File: src/rtl/instr_dispatch.sv
// instr_dispatch
//   Front end of the microcode sequencer. It fetches one 32-bit LEGv8 word
//   at a time and latches it into the instruction register. The opcode field
//   of that word goes to the sequencer, together with a one-cycle sos pulse.
//   The block then waits for the sequencer's eos and advances the PC, either
//   sequentially or to a branch target supplied by the datapath. A halt
//   opcode (all ones) stops dispatch. A segment that never returns eos trips
//   a watchdog. Fetch and execute never overlap.
// Ports
//   clk, rst              clock; asynchronous active-high reset
//   run                   level enable; 0 lets the current instruction finish
//   imem_req/addr/ack/rdata  instruction fetch handshake (addr = pc)
//   instr, opcode         instruction register and its opcode field
//   sos / eos             segment start pulse out / segment end in
//   pc_load, pc_target    datapath branch request, sampled during EXEC
//   pc                    address of the current instruction
//   halted, fault         sticky terminal status, cleared only by rst
module instr_dispatch #(
  parameter int              ADDR_W     = 32,
  parameter int              OPCODE_W   = 6,
  parameter int              OPCODE_LSB = 26,
  parameter logic [ADDR_W-1:0] RESET_PC = '0,
  parameter int              TIMEOUT    = 256
) (
  input  logic                clk,
  input  logic                rst,
  input  logic                run,
  output logic                imem_req,
  output logic [ADDR_W-1:0]   imem_addr,
  input  logic                imem_ack,
  input  logic [31:0]         imem_rdata,
  output logic [31:0]         instr,
  output logic [OPCODE_W-1:0] opcode,
  output logic                sos,
  input  logic                eos,
  input  logic                pc_load,
  input  logic [ADDR_W-1:0]   pc_target,
  output logic [ADDR_W-1:0]   pc,
  output logic                halted,
  output logic                fault
);

  localparam int WD_W = $clog2(TIMEOUT + 1);

  typedef enum logic [2:0] {
    S_IDLE, S_FETCH, S_DISPATCH, S_EXEC, S_HALT, S_FAULT
  } state_t;

  state_t                state_q, state_d;
  logic [ADDR_W-1:0]     pc_q, pc_d, tgt_q, tgt_d;
  logic [31:0]           instr_q, instr_d;
  logic [OPCODE_W-1:0]   opcode_q, opcode_d;
  logic                  sos_q, sos_d, req_q, req_d;
  logic                  halted_q, halted_d, fault_q, fault_d;
  logic                  pend_q, pend_d;
  logic [WD_W-1:0]       wd_q, wd_d, wd_inc;

  assign wd_inc = wd_q + WD_W'(1);

  always_comb begin
    state_d  = state_q;
    pc_d     = pc_q;
    tgt_d    = tgt_q;
    instr_d  = instr_q;
    opcode_d = opcode_q;
    sos_d    = 1'b0;
    req_d    = req_q;
    halted_d = halted_q;
    fault_d  = fault_q;
    pend_d   = pend_q;
    wd_d     = wd_q;
    case (state_q)
      S_IDLE: begin
        req_d = 1'b0;
        if (run) begin
          state_d = S_FETCH;
          req_d   = 1'b1;
        end
      end
      S_FETCH: begin
        req_d = 1'b1;
        if (imem_ack) begin
          instr_d  = imem_rdata;
          opcode_d = imem_rdata[OPCODE_LSB +: OPCODE_W];
          req_d    = 1'b0;
          state_d  = S_DISPATCH;
        end
      end
      S_DISPATCH: begin
        if (&opcode_q) begin
          state_d  = S_HALT;
          halted_d = 1'b1;
        end else begin
          // sos is registered, so it is visible during the first EXEC cycle
          sos_d   = 1'b1;
          wd_d    = '0;
          pend_d  = 1'b0;
          state_d = S_EXEC;
        end
      end
      S_EXEC: begin
        wd_d = wd_inc;
        if (pc_load) begin
          pend_d = 1'b1;
          tgt_d  = pc_target;
        end
        // wd_q==0 marks the first EXEC cycle; eos there is stale from the
        // sequencer's control latency and must not end the segment
        if (eos && (wd_q != '0)) begin
          if (pc_load)     pc_d = pc_target;
          else if (pend_q) pc_d = tgt_q;
          else             pc_d = pc_q + ADDR_W'(4);
          if (run) begin
            state_d = S_FETCH;
            req_d   = 1'b1;
          end else begin
            state_d = S_IDLE;
          end
        end else if (wd_inc == WD_W'(TIMEOUT)) begin
          state_d = S_FAULT;
          fault_d = 1'b1;
        end
      end
      S_HALT, S_FAULT: req_d = 1'b0;
      default: begin
        state_d = S_IDLE;
        req_d   = 1'b0;
      end
    endcase
  end

  always_ff @(posedge clk or posedge rst) begin
    if (rst) begin
      state_q  <= S_IDLE;
      pc_q     <= RESET_PC;
      tgt_q    <= '0;
      instr_q  <= '0;
      opcode_q <= '0;
      sos_q    <= 1'b0;
      req_q    <= 1'b0;
      halted_q <= 1'b0;
      fault_q  <= 1'b0;
      pend_q   <= 1'b0;
      wd_q     <= '0;
    end else begin
      state_q  <= state_d;
      pc_q     <= pc_d;
      tgt_q    <= tgt_d;
      instr_q  <= instr_d;
      opcode_q <= opcode_d;
      sos_q    <= sos_d;
      req_q    <= req_d;
      halted_q <= halted_d;
      fault_q  <= fault_d;
      pend_q   <= pend_d;
      wd_q     <= wd_d;
    end
  end

  assign imem_req  = req_q;
  assign imem_addr = pc_q;
  assign instr     = instr_q;
  assign opcode    = opcode_q;
  assign sos       = sos_q;
  assign pc        = pc_q;
  assign halted    = halted_q;
  assign fault     = fault_q;

endmodule

File: config.mk
export PLATFORM = sky130hd
export DESIGN_NAME = instr_dispatch
export DESIGN_NICKNAME = d
export VERILOG_FILES = /design/src/rtl/instr_dispatch.sv
export SDC_FILE = /design/constraint.sdc
export NUM_CORES = 1
export LEC_CHECK = 0
export ABC_AREA = 1
export BUFFER_PORTS_ARGS = -buffer_cell sky130_fd_sc_hd__buf_2
export CAP_MARGIN = 20
export CORE_MARGIN = 2
export CORE_UTILIZATION = 57
export DETAILED_ROUTE_END_ITERATION = 10
export GPL_TIMING_DRIVEN = 0
export PLACE_DENSITY_LB_ADDON = 0.2
export SLEW_MARGIN = 40
export SYNTH_ARGS = -nofsm -noshare
export SYNTH_HDL_FRONTEND = slang
export SYNTH_SLANG_ARGS = --single-unit
File: constraint.sdc
create_clock -name clk -period 6.9 [get_ports clk]
set_clock_uncertainty 0.1 [all_clocks]
set_input_delay 0.345 -clock clk [delete_from_list [all_inputs] [get_ports clk]]
set_output_delay 0.345 -clock clk [all_outputs]
set_load 0.005 [all_outputs]
Word-level counts from Yosys, hierarchy flattened
Cells that the tools add are included.
{"block": "classes", "bitwise": 3, "addsub": 2, "n_eq_ne": 13, "reduce_logical": 15, "n_mux": 21}
{"cell": "$mux W32", "count": 2}
{"cell": "$add A32 B3 Y32 const B", "count": 1}
{"cell": "$pmux W9 S2", "count": 1}
{"cell": "$mux W3", "count": 5}
{"cell": "$pmux W3 S5", "count": 1}
{"cell": "$ne A2 B2 Y1 const B", "count": 6}
{"cell": "$add A9 B1 Y9 const B", "count": 1}
{"cell": "$eq A9 B9 Y1 const B", "count": 1}
{"cell": "$mux W1", "count": 9}
{"cell": "$mux W9", "count": 1}
{"cell": "$reduce_and A3 Y1", "count": 3}
{"cell": "$reduce_bool A9 Y1", "count": 1}
{"cell": "$reduce_and A2 Y1", "count": 4}
{"cell": "$reduce_and A7 Y1", "count": 1}
{"cell": "$eq A3 B2 Y1 const B", "count": 2}
{"cell": "$eq A3 B3 Y1 const B", "count": 2}
{"cell": "$reduce_and A6 Y1", "count": 1}
{"cell": "$pmux W1 S4", "count": 1}
{"cell": "$reduce_and A4 Y1", "count": 1}
{"cell": "$eq A3 B1 Y1 const B", "count": 1}
{"cell": "$logic_not A3 Y1", "count": 1}
{"cell": "$ne A3 B3 Y1 const B", "count": 1}
{"cell": "$not A1 Y1", "count": 3}
{"cell": "$pmux W1 S2", "count": 1}
{"cell": "3 further kinds", "count": 3}
{"block": "totals", "output_inout_bits": 106, "in_bits": 70, "word_cells": 65, "regBits": 119}

Longest topological paths before layout
Gate-level depths: netlist of run 1.
{"block": "logic_depth", "depth_word": 5, "ltp_mapped": 13, "mapped_depth_nobuf": 13}

Worst setup path before layout of run 1
No wires, ideal clock.
{"block": "synth_path", "path_type": "register to register", "startpoint": "reg pc_q[2], in the netlist imem_addr[2]", "endpoint": "reg pc_q[16], in the netlist imem_addr[16]", "stages_incl_launch_ff": 12, "t_required_ps": 6674, "slack_ps": 5265, "setup_ps": 126, "synth_period_minus_slack_ps": 1635, "n_path_buf": 0, "t_arrival_ps": 1408, "path_cell_list": "dfrtp_1 -> ha_1 -> nand2_1 -> inv_1 -> nand2_1 -> nor2_1 -> nand3_1 -> xor2_1 -> nand2_1 -> nand2_1 -> nand2_1 -> o21ai_0"}
{"block": "synth_via", "elab_chain_cells": 3}
{"element": "from (decl)", "line": "50", "text": "logic [ADDR_W-1:0] pc_q, pc_d, tgt_q, tgt_d;"}
{"element": "from (signal assigned)", "line": "147", "text": "pc_q <= pc_d;"}
{"element": "$add A32 B3 Y32", "line": "112", "text": "else pc_d = pc_q + ADDR_W'(4);"}
{"element": "$mux W32", "line": "111", "text": "else if (pend_q) pc_d = tgt_q;"}
{"element": "$mux W32", "line": "110", "text": "if (pc_load) pc_d = pc_target;"}
Every way passes these cells.
A chain may end at the register's enable or synchronous reset.

Worst setup path in the final report of run 1
{"block": "layout_path", "startpoint": "reg wd_q[0]", "endpoint": "reg pc_q[9], in the netlist imem_addr[9]"}
{"block": "layout_via", "elab_chain_cells": 3}
{"element": "from (decl)", "line": "56", "text": "logic [WD_W-1:0] wd_q, wd_d, wd_inc;"}
{"element": "from (signal assigned)", "line": "156", "text": "wd_q <= wd_d;"}
{"element": "$reduce_bool A9 Y1", "line": "109", "text": "if (eos && (wd_q != '0)) begin"}
{"element": "$logic_and A1 B1 Y1", "line": "109"}
{"element": "$reduce_and A2 Y1 (no line)"}
Every way passes these cells.

==> run_results.csv, run 1 <==
group,metric,value,unit
global_route,grt_pass1_wl,30.7,mm
yosys,synth_warnings,0,
yosys,ys_ff_latch,113,
timing,fin_crit,2.06,ns
routing,antenna_left,0,
placed_design,gp_congestion,0.942,
floorplanning,core_area,10900,µm²
yosys,yosys-top-cells-area,"dfrtp_1 44%, nand2_1 13%, mux2_2 6.4%",
power,power.leakage,4.46,nW
placed_design,placed_area,7460,µm²
worst_setup_path,worstPathCellList,"inv_1 > ha_1 > nand2_1 > nor3_1 > nand2_1 > nand2_2 > nor2_4 > clkbuf_1 > o21ai_0",
finish,antenna_cells,0,
timing,finalSetupViolCount,0,
cts,cts_tree,"done",
global_route,antenna_found_initial,0,
placed_design,dp_slack,4.93,ns
routing,wl,19.4,mm
yosys,synth_ff_type,"dfrtp_1",
power,p_per_area,395,nW/µm²
yosys,yosys.area.top_type_share,44.4,%
yosys,syn_nets,870,
finish,fin_cells,1195,
yosys,synth_area_leader_cell,"dfrtp_1",
placed_design,io_buffer_count,175,
timing,fin_hold_ws,0.00659,ns
cts,clkSinkCount,113,
yosys,synth_edf_count,0,
floorplanning,io_pins,176,
worst_setup_path,critical_path_buf_inv_count,2,
routing,num_vias,6404,
worst_setup_path,cp-start-kind,"flop",
timing,rsz0062_at_grt,"false",
floorplanning,rows,38,
worst_setup_path,cpMostUsedCell,"nand2_1",
cts,htreeDepth,4,
power,peakVddDrop,0.262,mV
worst_setup_path,cp.required,7.19,ns
yosys,synth-seq-area-share,44.4,%
worst_hold_path,hp-start,"pc_target[22]",
cts,cts-root-buf,"clkbuf_8",
worst_setup_path,r2r_start,"wd_q[0]",
worst_setup_path,slowest_stage,"dfrtp_1",
routing,viasPerCell,5.36,
finish,area_growth_syn_to_layout,33.5,%
worst_setup_path,critPathMaxFanout,10,
worst_hold_path,hold_path.class,"in -> reg",
worst_setup_path,arrival,2.35,ns
finish,fin_area,8510,µm²
run,cap_violations,0,
worst_setup_path,startpoint,"wd_q[0]",
finish,ff_latch_area,2830,µm²
yosys,synthTopCellsByCount,"227 x nand2_1, 113 x dfrtp_1, 83 x inv_1, 55 x o21ai_0, 54 x a21oi_1",
run_status,run_status,"completed",
finish,fillers,748,
finish,nNetsFinal,1116,
floorplanning,dieArea,12000,µm²
worst_setup_path,crit_family,"buffers and inverters",
timing,fin_ws,4.84,ns
global_route,grt_pass1_vias,6355,
floorplanning,die_h,110,µm
global_route,grt_max_degree,65,
cts,postCtsSetupBuffers,0,
cts,clockBufferDepth,2,
cts,insertion_delay,0.53,ns
worst_setup_path,max_stage_delay,0.46,ns
routing,first_pass_iters,6,
yosys,syn_avg_cell_area,8.01,µm²
worst_setup_path,cp-end-kind,"flop",
timing,finalHoldViolations,0,
yosys,synth.most_common_cell,"nand2_1",
cts,cts_made_buffers,17,
global_route,overflow,0,
routing,drcViolationCount,0,
timing,relSlewSlack,54.3,%
worst_setup_path,worstSetupPathType,"reg -> reg",
placed_design,place_hpwl,12.5,mm
yosys,synthDistinctLibCells,37,
timing,setup_tns,0,ns
placed_design,placed_cells,1112,
floorplanning,initial_utilization,58.5,%
timing,period_share,29.9,%
timing,fmax,485,MHz
floorplanning,die_width,110,µm
global_route,track_usage,33.8,%
cts,cts.clk_slew.worst_paths,0.06,ns
yosys,synthesis.area,6370,µm²
yosys,synthCells,796,
finish,multi_input_area,2750,µm²
finish,drive_gt1_share,30.4,%
timing,slew_viol_final,0,
yosys,synthArstFlopShare,100,%
timing,tightest_slew,0.686,ns
routing,first_iter_violations,442,
routing,wire_per_inst,16.2,µm
## registers in the layout, indices dropped and copies added, names as in the netlist
name,flops
imem_req,1
state_q,3
tgt_q,32
fault,1
wd_q,9
pend_q,1
instr,32
halted,1
sos,1
imem_addr,32
## worst paths after layout
check / end / slack, ns / depth (start not counted)
max in group asynchronous: tgt_q[4] / 5.80 / 4
max reg2reg: imem_addr[9] / 4.84 / 9
max: imem_addr[9] / 4.84 / 9
min: tgt_q[22] / 0.007 / 3
min in group asynchronous: instr[9] / 0.29 / 3
min reg2reg: fault / 0.37 / 1
## final cells by class
class / instances / share of cell area [%]
Clock buffer: 18 / 5.03
Sequential cell: 113 / 33.2
Timing Repair Buffer: 227 / 16.6
Multi-Input combinational cell: 529 / 32.3
Tap cell: 140 / 2.06
Clock inverter: 14 / 1.28
Buffer: 65 / 5.43
Inverter: 89 / 4.04
## per-layer routing
metal | wire (µm) | GRT usage [%]
met1 | 7590 | 39.9
met2 | 9430 | 57.5
met3 | 1630 | 8.71
met4 | 708 | 16.5
met5 | 0 | 0
## worst reg2reg max path, cell delays in order, from the launching register on
cell and delay, ns:
dfrtp_1 0.46, inv_1 0.07, ha_1 0.21, nand2_1 0.08
nor3_1 0.04, nand2_1 0.08, nand2_2 0.09, nor2_4 0.19
clkbuf_1 0.43, o21ai_0 0.17
## cell usage in the layout (no fill, tap or decap), types with 3 or more instances in the layout
| cell | netlist | layout |
|---|---|---|
| nand2_2 | 7 | 7 |
| nand2_1 | 227 | 227 |
| o21ai_0 | 55 | 55 |
| o21ai_1 | 16 | 16 |
| o22ai_1 | 5 | 5 |
| mux2_1 | 4 | 4 |
| inv_2 | 3 | 3 |
| nand3_1 | 22 | 22 |
| buf_2 | 6 | 181 |
| dlygate4sd3_1 | 0 | 51 |
| inv_1 | 83 | 82 |
| o211ai_1 | 5 | 5 |
| dfrtp_1 | 113 | 113 |
| ha_1 | 4 | 4 |
| nor3_1 | 8 | 8 |
| mux2_2 | 36 | 36 |
| a31oi_1 | 3 | 3 |
| clkbuf_16 | 0 | 16 |
| xor2_1 | 7 | 7 |
| a21oi_1 | 54 | 54 |
| nand4_1 | 9 | 9 |
| clkinv_2 | 0 | 3 |
| buf_4 | 40 | 40 |
| clkinv_4 | 0 | 6 |
| nor2_4 | 4 | 4 |
| clkbuf_1 | 10 | 10 |
| nor2_1 | 48 | 48 |
| inv_6 | 0 | 3 |
| buf_6 | 8 | 8 |
| nand3b_1 | 3 | 3 |
## where the power goes
| group | switching (mW) | internal, mW |
|---|---|---|
| Sequential | 0.283 | 0.946 |
| Combinational | 0.677 | 0.658 |
| Clock | 0.340 | 0.454 |
## metrics by stage
step	total power [mW]	util (%)
5_1_grt	3.58	78.1
6_report	3.36	78.1
3_5_place_dp	2.48	68.5
2_1_floorplan	1.98	-
4_1_cts	3.31	78.1
3_3_place_gp	2.44	68.2
## kinds of logic after synthesis
group / share of synthesized area, %
simple gates: 22.3
buf+inv: 12.5
compound gates: 11.9
flops: 44.4
mux: 7.07
xor+xnor: 1.10
fa+ha+maj: 0.785
## timing repair
item                       CTS  global route
setup endpoints to repair    0             0
hold endpoints to repair   116             0
resized for setup            0             0
hold buffers                51             0
Power figures use the tool's default switching activity.
==> run 2: changes to the inputs <==
--- a/config.mk
+++ b/config.mk
@@ -9,7 +9,7 @@
 export BUFFER_PORTS_ARGS = -buffer_cell sky130_fd_sc_hd__buf_2
 export CAP_MARGIN = 20
 export CORE_MARGIN = 2
-export CORE_UTILIZATION = 57
+export CORE_UTILIZATION = 48
 export DETAILED_ROUTE_END_ITERATION = 10
 export GPL_TIMING_DRIVEN = 0
 export PLACE_DENSITY_LB_ADDON = 0.2
==> constraint.sdc (replaced) <==
create_clock -name clk -period 1.7 [get_ports clk]
set_clock_uncertainty 0.1 [all_clocks]
set_input_delay 0.085 -clock clk [delete_from_list [all_inputs] [get_ports clk]]
set_output_delay 0.085 -clock clk [all_outputs]
set_load 0.005 [all_outputs]
==> run 2 against run 1 <==
The run now ends with setup timing left. Core utilization decreased by 6.0 points. Power increased to 4.4 times the previous value. Maximum frequency increased by 13%. Critical endpoint is now imem_addr[28]. Sequential cell count unchanged.
==> run_results.csv, run 2 (same netlist as run 1, synthesis figures left out) <==
group,metric,value,unit
run_status,run_status,"finished with violations",
run_status,violations,"setup timing",
floorplanning,core_area,13100,µm²
timing,finalHoldViolations,0,
timing,slew_viol_final,0,
cts,cts_made_buffers,17,
worst_setup_path,cp.required,1.91,ns
global_route,overflow,0,
cts,cts-root-buf,"clkbuf_16",
timing,setup_tns,-1.35,ns
worst_setup_path,critPathMaxFanout,6,
timing,fin_ws,-0.128,ns
worst_setup_path,crit_family,"simple AND/OR/NAND/NOR gates",
timing,tightest_slew,0.699,ns
cts,htreeDepth,4,
power,power.leakage,4.80,nW
cts,clkSinkCount,113,
worst_setup_path,max_stage_delay,0.38,ns
run,cap_violations,0,
routing,first_iter_violations,504,
worst_setup_path,cp-end-kind,"flop",
timing,fin_hold_ws,0.0155,ns
cts,clockBufferDepth,2,
cts,cts.clk_slew.worst_paths,0.06,ns
timing,relSlewSlack,53.4,%
power,peakVddDrop,1.12,mV
floorplanning,rows,42,
worst_setup_path,cp-start-kind,"flop",
power,p_per_area,1560,nW/µm²
worst_setup_path,worstPathCellList,"ha_1 > nand2_1 > nor2_2 > nand2_2 > nor2_4 > nand2_1 > nand2_1 > nand2_1 > nand2_1 > nand2_1 > nand2_1 > nand2_1",
timing,period_share,108,%
global_route,antenna_found_initial,0,
timing,rsz0062_at_grt,"true",
routing,viasPerCell,5.08,
floorplanning,die_h,119,µm
floorplanning,initial_utilization,48.7,%
finish,final_cell_mix,"217 x nand2_1, 178 x buf_2, 94 x dfrtp_1",
global_route,grt_max_degree,27,
worst_setup_path,cpMostUsedCell,"nand2_1",
cts,cts_tree,"done",
placed_design,dp_slack,-0.268,ns
placed_design,gp_congestion,0.979,
worst_setup_path,worstSetupPathType,"reg -> reg",
global_route,grt_pass1_wl,31.5,mm
finish,antenna_cells,0,
routing,num_vias,6492,
finish,drive_gt1_share,38.1,%
worst_setup_path,arrival,2.04,ns
finish,final_core_util,72.1,%
floorplanning,die_width,119,µm
routing,antenna_left,0,
global_route,track_usage,28.1,%
cts,insertion_delay,0.42,ns
placed_design,place_hpwl,13.2,mm
timing,finalSetupViolCount,28,
routing,wire_per_inst,15.7,µm
routing,wl,20.1,mm
worst_setup_path,slowest_stage,"dfrtp_1",
floorplanning,io_pins,176,
finish,final_common_cell,"nand2_1",
timing,fmax,547,MHz
floorplanning,dieArea,14200,µm²
finish,area_growth_syn_to_layout,48.0,%
worst_setup_path,critical_path_buf_inv_count,0,
timing,fin_crit,1.83,ns
worst_hold_path,hold_path.class,"in -> reg",
finish,nNetsFinal,1162,
routing,first_pass_iters,6,
global_route,grt_pass1_vias,6405,
routing,drcViolationCount,0,
placed_design,io_buffer_count,175,
## run 2: report_power, final
| part | switching (mW) | leakage [nW] | internal (mW) | total (mW) |
|---|---|---|---|---|
| clock | 1.36 | 0.290 | 2.32 | 3.67 |
| combinational | 2.97 | 3.13 | 3.09 | 6.07 |
| sequential | 1.10 | 1.38 | 3.88 | 4.98 |
## run 2: what timing repair did
| item | 4_1_cts | 5_1_grt |
|---|---|---|
| cloned | 0 | 3 |
| setup endpoints to repair | 37 | 62 |
| resized for setup | 36 | 79 |
| setup buffers | 7 | 18 |
| hold endpoints to repair | 189 | 0 |
| pin swaps | 2 | 24 |
| hold buffers | 66 | 0 |
## run 2: worst paths after layout
path	from	to	slack [ns]	cells past startpoint
worst max-delay path	imem_addr[2]	imem_addr[28]	-0.13	12
worst min-delay path	eos	fault	0.02	4
worst max register to register	imem_addr[2]	imem_addr[28]	-0.13	12
worst min register to register	fault	fault	0.38	1
max in group asynchronous	rst	imem_addr[10]	0.63	5
min in group asynchronous	rst	instr[9]	0.17	3
## run 2: metrics by stage
stage	std cells	instance area (µm²)	power, mW
6_report	1277	9440	14.7
5_1_grt	1277	9440	15.7
4_1_cts	1256	9000	14.1
3_5_place_dp	1151	7560	10.1
3_3_place_gp	1147	7470	9.96
2_1_floorplan	796	6380	8.03
## run 2: final cells by class
cell class,instances,area (µm²)
plain buffers,65,541
repair buffers,273,1920
clock inverters,15,184
fillers,1009,3650
flip-flops and latches,113,2850
multi-input cells,529,2950
clock buffers,17,425
inverters,89,352
well taps,176,220
## run 2: metal layers
layer  GRT usage, %  share of wire (%)
met5              0                  0
met4           11.8                3.3
met3           6.32                6.5
met2           48.1                 49
met1           34.0                 41
## run 2: tightest hold or removal path: stages
cell	delay [ns]
buf_2	0.09
nand2_2	0.08
nand2_1	0.14
o21bai_1	0.09
